`config.mk`:
```
export PLATFORM = sky130hd
export DESIGN_NAME = vga_timing
export DESIGN_NICKNAME = d
export VERILOG_FILES = /design/src/rtl/vga_timing.sv
export SDC_FILE = /design/constraint.sdc
export NUM_CORES = 1
export LEC_CHECK = 0
export CORE_MARGIN = 1
export CORE_UTILIZATION = 47
export CTS_BUF_LIST = sky130_fd_sc_hd__clkbuf_8
export DETAILED_ROUTE_END_ITERATION = 6
export PLACE_DENSITY = 0.82
export SLEW_MARGIN = 40
export SYNTH_ARGS = -nofsm -noshare
export SYNTH_HDL_FRONTEND = slang
export SYNTH_SLANG_ARGS = --single-unit
```
`constraint.sdc`:
```
create_clock -name CLK -period 2.92 [get_ports CLK]
set_clock_uncertainty 0.1 [all_clocks]
set_input_delay 0.584 -clock CLK [delete_from_list [all_inputs] [get_ports CLK]]
set_output_delay 0.584 -clock CLK [all_outputs]
set_load 0.05 [all_outputs]
```
`src/rtl/vga_timing.sv`:
```
// vga_timing: pixel-clock divider plus horizontal/vertical raster counters.
// Sync, blanking and frame flags are registered alongside the counters.
module vga_timing #(
  parameter int H_ACTIVE = 640,
  parameter int H_FP     = 16,
  parameter int H_SYNC   = 96,
  parameter int H_BP     = 48,
  parameter int V_ACTIVE = 480,
  parameter int V_FP     = 10,
  parameter int V_SYNC   = 2,
  parameter int V_BP     = 33,
  parameter int PIX_DIV  = 2
) (
  input  logic        CLK,
  input  logic        RST,
  output logic [31:0] col,
  output logic [31:0] row,
  output logic        hsync,
  output logic        vsync,
  output logic        vnotactive,
  output logic        frame_start,
  output logic [15:0] frame_cnt
);

  localparam int H_TOTAL = H_ACTIVE + H_FP + H_SYNC + H_BP;
  localparam int V_TOTAL = V_ACTIVE + V_FP + V_SYNC + V_BP;

  localparam int CW = (H_TOTAL > 1) ? $clog2(H_TOTAL) : 1;
  localparam int RW = (V_TOTAL > 1) ? $clog2(V_TOTAL) : 1;
  localparam int DW = (PIX_DIV > 1) ? $clog2(PIX_DIV) : 1;

  localparam logic [CW-1:0] H_LAST = CW'(H_TOTAL - 1);
  localparam logic [RW-1:0] V_LAST = RW'(V_TOTAL - 1);
  localparam logic [DW-1:0] D_LAST = DW'(PIX_DIV - 1);

  localparam logic [31:0] HS_BEG = 32'(H_ACTIVE + H_FP);
  localparam logic [31:0] HS_END = 32'(H_ACTIVE + H_FP + H_SYNC);
  localparam logic [31:0] VS_BEG = 32'(V_ACTIVE + V_FP);
  localparam logic [31:0] VS_END = 32'(V_ACTIVE + V_FP + V_SYNC);
  localparam logic [31:0] H_VIS  = 32'(H_ACTIVE);
  localparam logic [31:0] V_VIS  = 32'(V_ACTIVE);

  logic [DW-1:0] div_q;
  logic [DW-1:0] div_n;
  logic [CW-1:0] col_q;
  logic [CW-1:0] col_n;
  logic [RW-1:0] row_q;
  logic [RW-1:0] row_n;
  logic          tick;
  logic          col_wrap;
  logic          row_wrap;
  logic          frame_wrap;
  logic [31:0]   col_x;
  logic [31:0]   row_x;
  logic          hs_n;
  logic          vs_n;
  logic          vn_n;
  logic          hs_q;
  logic          vs_q;
  logic          vn_q;
  logic          fs_q;
  logic [15:0]   fc_q;

  // Next raster position, evaluated for use on a tick edge.
  always_comb begin
    tick       = (div_q == D_LAST);
    div_n      = tick ? '0 : div_q + DW'(1);
    col_wrap   = (col_q == H_LAST);
    row_wrap   = (row_q == V_LAST);
    col_n      = col_wrap ? '0 : col_q + CW'(1);
    row_n      = row_q;
    if (col_wrap) begin
      row_n = row_wrap ? '0 : row_q + RW'(1);
    end
    frame_wrap = tick && col_wrap && row_wrap;
  end

  // Flags decoded from the next position so they land with the counters.
  always_comb begin
    col_x = 32'(col_n);
    row_x = 32'(row_n);
    hs_n  = !((col_x >= HS_BEG) && (col_x < HS_END));
    vs_n  = !((row_x >= VS_BEG) && (row_x < VS_END));
    vn_n  = (col_x >= H_VIS) || (row_x >= V_VIS);
  end

  // Divider, counters, flags and frame bookkeeping; reset wins over tick.
  always_ff @(posedge CLK) begin
    if (RST) begin
      div_q <= '0;
      col_q <= '0;
      row_q <= '0;
      hs_q  <= 1'b1;
      vs_q  <= 1'b1;
      vn_q  <= 1'b0;
      fs_q  <= 1'b0;
      fc_q  <= '0;
    end else begin
      div_q <= div_n;
      fs_q  <= frame_wrap;
      if (tick) begin
        col_q <= col_n;
        row_q <= row_n;
        hs_q  <= hs_n;
        vs_q  <= vs_n;
        vn_q  <= vn_n;
      end
      if (frame_wrap) begin
        fc_q <= fc_q + 16'd1;
      end
    end
  end

  assign col         = 32'(col_q);
  assign row         = 32'(row_q);
  assign hsync       = hs_q;
  assign vsync       = vs_q;
  assign vnotactive  = vn_q;
  assign frame_start = fs_q;
  assign frame_cnt   = fc_q;

endmodule

```
==> key figures <==
Floorplan
  • Initial Util: 0.495
  • DIE AREA: 0.00575 mm^2
  • Die width: 75.8 um
  • Ports: 86
  • Die Y: about 76 um
  • Cell Rows: 26
  • Core area: about 0.0052 mm^2

STA
  • Setup TNS: 0 ps
  • RSZ-0062 raised after global routing: no
  • Slew Viols, Final: 0
  • Final setup fails: 0
  • Period utilisation layout: 0.902
  • Highest clock rate: ~380 MHz
  • Post-route minimum period: ~2600 ps
  • Worst Tran Pin Value: a little over 500 ps
  • Final worst setup slack: about 290 ps
  • Slew margin rel.: 0.657
  • Hold Vio Cnt, Final: 0

Finish
  • Fillers: a little under 500
  • Design Area, Final: 0.00292 mm^2
  • Diodes inserted: 0
  • Area growth, synth to finish: 14.1%
  • Final net count: roughly 360
  • Finished Layout Cells: 421
  • Layout cells sized above 1: 0.0598
  • Commonest non-fill, non-tap cell in the layout: conb_1
  • Most frequent cells in the layout: conb_1 (44), dfxtp_1 (41), clkdlybuf4s50_1 (41), nor2_1 (28), a21oi_1 (23)

Power
  • P_int: 920 uW
  • Sequential power share: 0.441
  • Pleak: 1.05 nW
  • Switching Share: 0.288
  • Logic pwr share: 0.136
  • Power density over the cells: between 400 and 500 mW/mm^2
  • Overall Power: roughly 1.3 mW
  • Net Switching: approximately 370 uW
  • Clk pwr share: 0.423
  • Worst vdd ir: about 0.23 mV

Placed design
  • Dpl hpwl: roughly 3800 um
  • Placed cells: slightly above 400
  • Placed Area: 0.00279 mm^2
  • I/O Buffers: 41
  • RePlAce Congestion: between 0.9 and 1
  • Worst slack at placement: around 330 ps

Global route
  • Grt ovf: 0
  • Vias in the first global route: 1874
  • Initial antenna violation count: 0
  • GRT Total Usage: 0.197
  • Largest net degree at the start of global routing: ~40
  • Global-route wire length before repair: around 8600 um

Yosys
  • Synth cell types: 48
  • Yosys reg bits: 41
  • Cell Area, Synth: 0.00256 mm^2
  • Sequential area share after synthesis: 0.320
  • EDFF count, synth: 0
  • Syn_area_per_cell: approximately 8 um^2
  • Async set-or-reset flop fraction in the synthesized netlist: 0
  • Prevailing post-synth register cell: dfxtp_1
  • Syn. warnings: 0
  • Synth Instances: between 300 and 400

Min path
  • Min-Delay Endpoint: vnotactive
  • Hold path depth: 2
  • Hold Crit Class: flop to flop
  • Min-delay src: vnotactive

Drt
  • DR DRC count: 0
  • Post-route ant nets: 0
  • Detailed Routing Iterations Pass 1: 4
  • Mean routed wirelength per cell: about 13 um
  • Detailed router's first-iteration violation count: roughly 160
  • DR vias: 2215
  • Via density: roughly 5.3
  • Final WL: roughly 5400 um

Outcome
  • Run status: finished clean

Clocking
  • # Post-CTS Setup Buffers: 0
  • Clock root cell: clkbuf_8
  • CTS Buf Count: 5
  • CTS tree: yes
  • CTS hold repair buffers: 0
  • Clock-pin slew on the worst setup and hold paths: approximately 80 ps
  • CTS sink cnt: just over 40
  • Worst-Skew Late Latency: roughly 300 ps
  • Clk buf depth: 2
  • H-tree level count: 2
  • Post-CTS sizing: 0

Critical path
  • CP Cell Sequence: inv_1 -> ha_1 -> or4b_4 -> or4_1 -> o21ai_2 -> a31oi_1 -> nor3_1 -> a31oi_1
  • Max stage delay on crit path: a little over 700 ps
  • CP startpoint kind: flop
  • Worst Path Buf+Inv: 1
  • WS Path Type: flop to flop
  • Required @ worst endpoint: about 3000 ps
  • R2R Setup Slk: between 200 and 300 ps
  • CP Capture Type: flop
  • Crit path DAT: ~2700 ps
  • Worst-case reg-to-reg path depth: 8
  • Critical path's slowest cell: or4_1
  • Most used cell along the critical path: a31oi_1
  • Largest fanout on the critical path: 9
  • Reg2reg start: row_q[0]
  • Delay-heaviest family, CP: simple AND/OR/NAND/NOR gates
  • R2r endpoint: vsync

Flow run
  • Max-cap violation count: 0
power by group through the flow:
stage	sequential [mW]	combinational [mW]	clock [mW]
5_1_grt	0.571	0.186	0.584
2_1_floorplan	0.595	0.195	0
4_1_cts	0.570	0.175	0.559
6_report	0.570	0.176	0.546
3_5_place_dp	0.583	0.175	0
3_3_place_gp	0.582	0.175	0
routing by layer:
| metal | part of all wire | wire [um] | global-route usage | up-vias |
|---|---|---|---|---|
| met2 | 0.47 | 2570 | 0.320 | 84 |
| met4 | 0.015 | 82 | 0.0905 | 0 |
| met3 | 0.058 | 317 | 0.0489 | 7 |
| met1 | 0.45 | 2470 | 0.247 | 1028 |
| met5 | 0 | 0 | 0 | - |
| li1 | - | - | - | 1096 |
logic make-up after synthesis:
family,synth area share
other,0.00146
AOI/OAI and AO/OA,0.147
muxes,0.00781
adders and majority gates,0.0244
xor gates and xnor gates,0.0513
DFF,0.320
buffers and inverters,0.196
and+or+nand+nor,0.251
synth_stat cells, types with 2 or more instances:
cell type,number,area [um^2]
a211oi_1,4,30.0
a21oi_1,23,115
a311oi_1,2,17.5
a31oi_1,6,37.5
and2_1,3,18.8
and3_1,6,37.5
and3_2,2,15.0
and4_1,2,17.5
buf_2,3,15.0
buf_4,44,330
buf_6,7,78.8
clkbuf_1,5,18.8
clkbuf_2,2,10.0
dfxtp_1,41,821
ha_1,5,62.6
inv_1,11,41.3
mux2i_1,2,20.0
nand2_1,20,75.1
nand3_1,11,55.1
nand4_1,8,50.1
nor2_1,28,105
nor3_1,11,55.1
nor4_1,2,12.5
o211ai_1,2,15.0
o21ai_0,19,95.1
or3_1,12,75.1
or4_1,2,15.0
xnor2_1,8,70.1
xor2_1,7,61.3
how the worst max path moves through the flow:
stage	from	end	slack (ps)	depth (start not counted)
after global placement	row_q[0]	frame_cnt[11]	360	8
after CTS	row_q[0]	vsync	310	8
after detailed placement	row_q[0]	vsync	330	8
final	row_q[0]	vsync	290	8
after global routing	col_q[0]	frame_cnt[15]	90	7
after floorplan	col_q[0]	vnotactive	290	8
state kept, by name, summed over array words and instances (netlist names):
signal	flops
frame_start	1
div_q	1
col_q	10
vsync	1
frame_cnt	16
hsync	1
vnotactive	1
row_q	10
through the flow:
step | utilization | hold WS, ps
final | 0.565 | 391
after global routing | 0.565 | 442
after CTS | 0.565 | 391
after detailed placement | 0.539 | 380
after global placement | 0.539 | 374
after floorplan | - | 522
worst reg2reg max path, delay by kind of cell (launching register included):
family	cells	cell delay [ps]
AO/OA/AOI/OAI	3	380
adder cells (fa/ha/maj)	1	140
buffers and inverters	1	80
flip-flops	1	380
AND/OR/NAND/NOR	3	1420
area by class of cell:
cell class,instances,area (um^2),area share
multi-input combinational,246,1400,0.479
sequential,41,821,0.281
timing repair buffer,45,440,0.151
tap,70,87.6,0.0300
clock buffer,5,68.8,0.0235
clock inverter,3,65.1,0.0223
inverter,11,41.3,0.0141
Power figures use the tool's default switching activity.
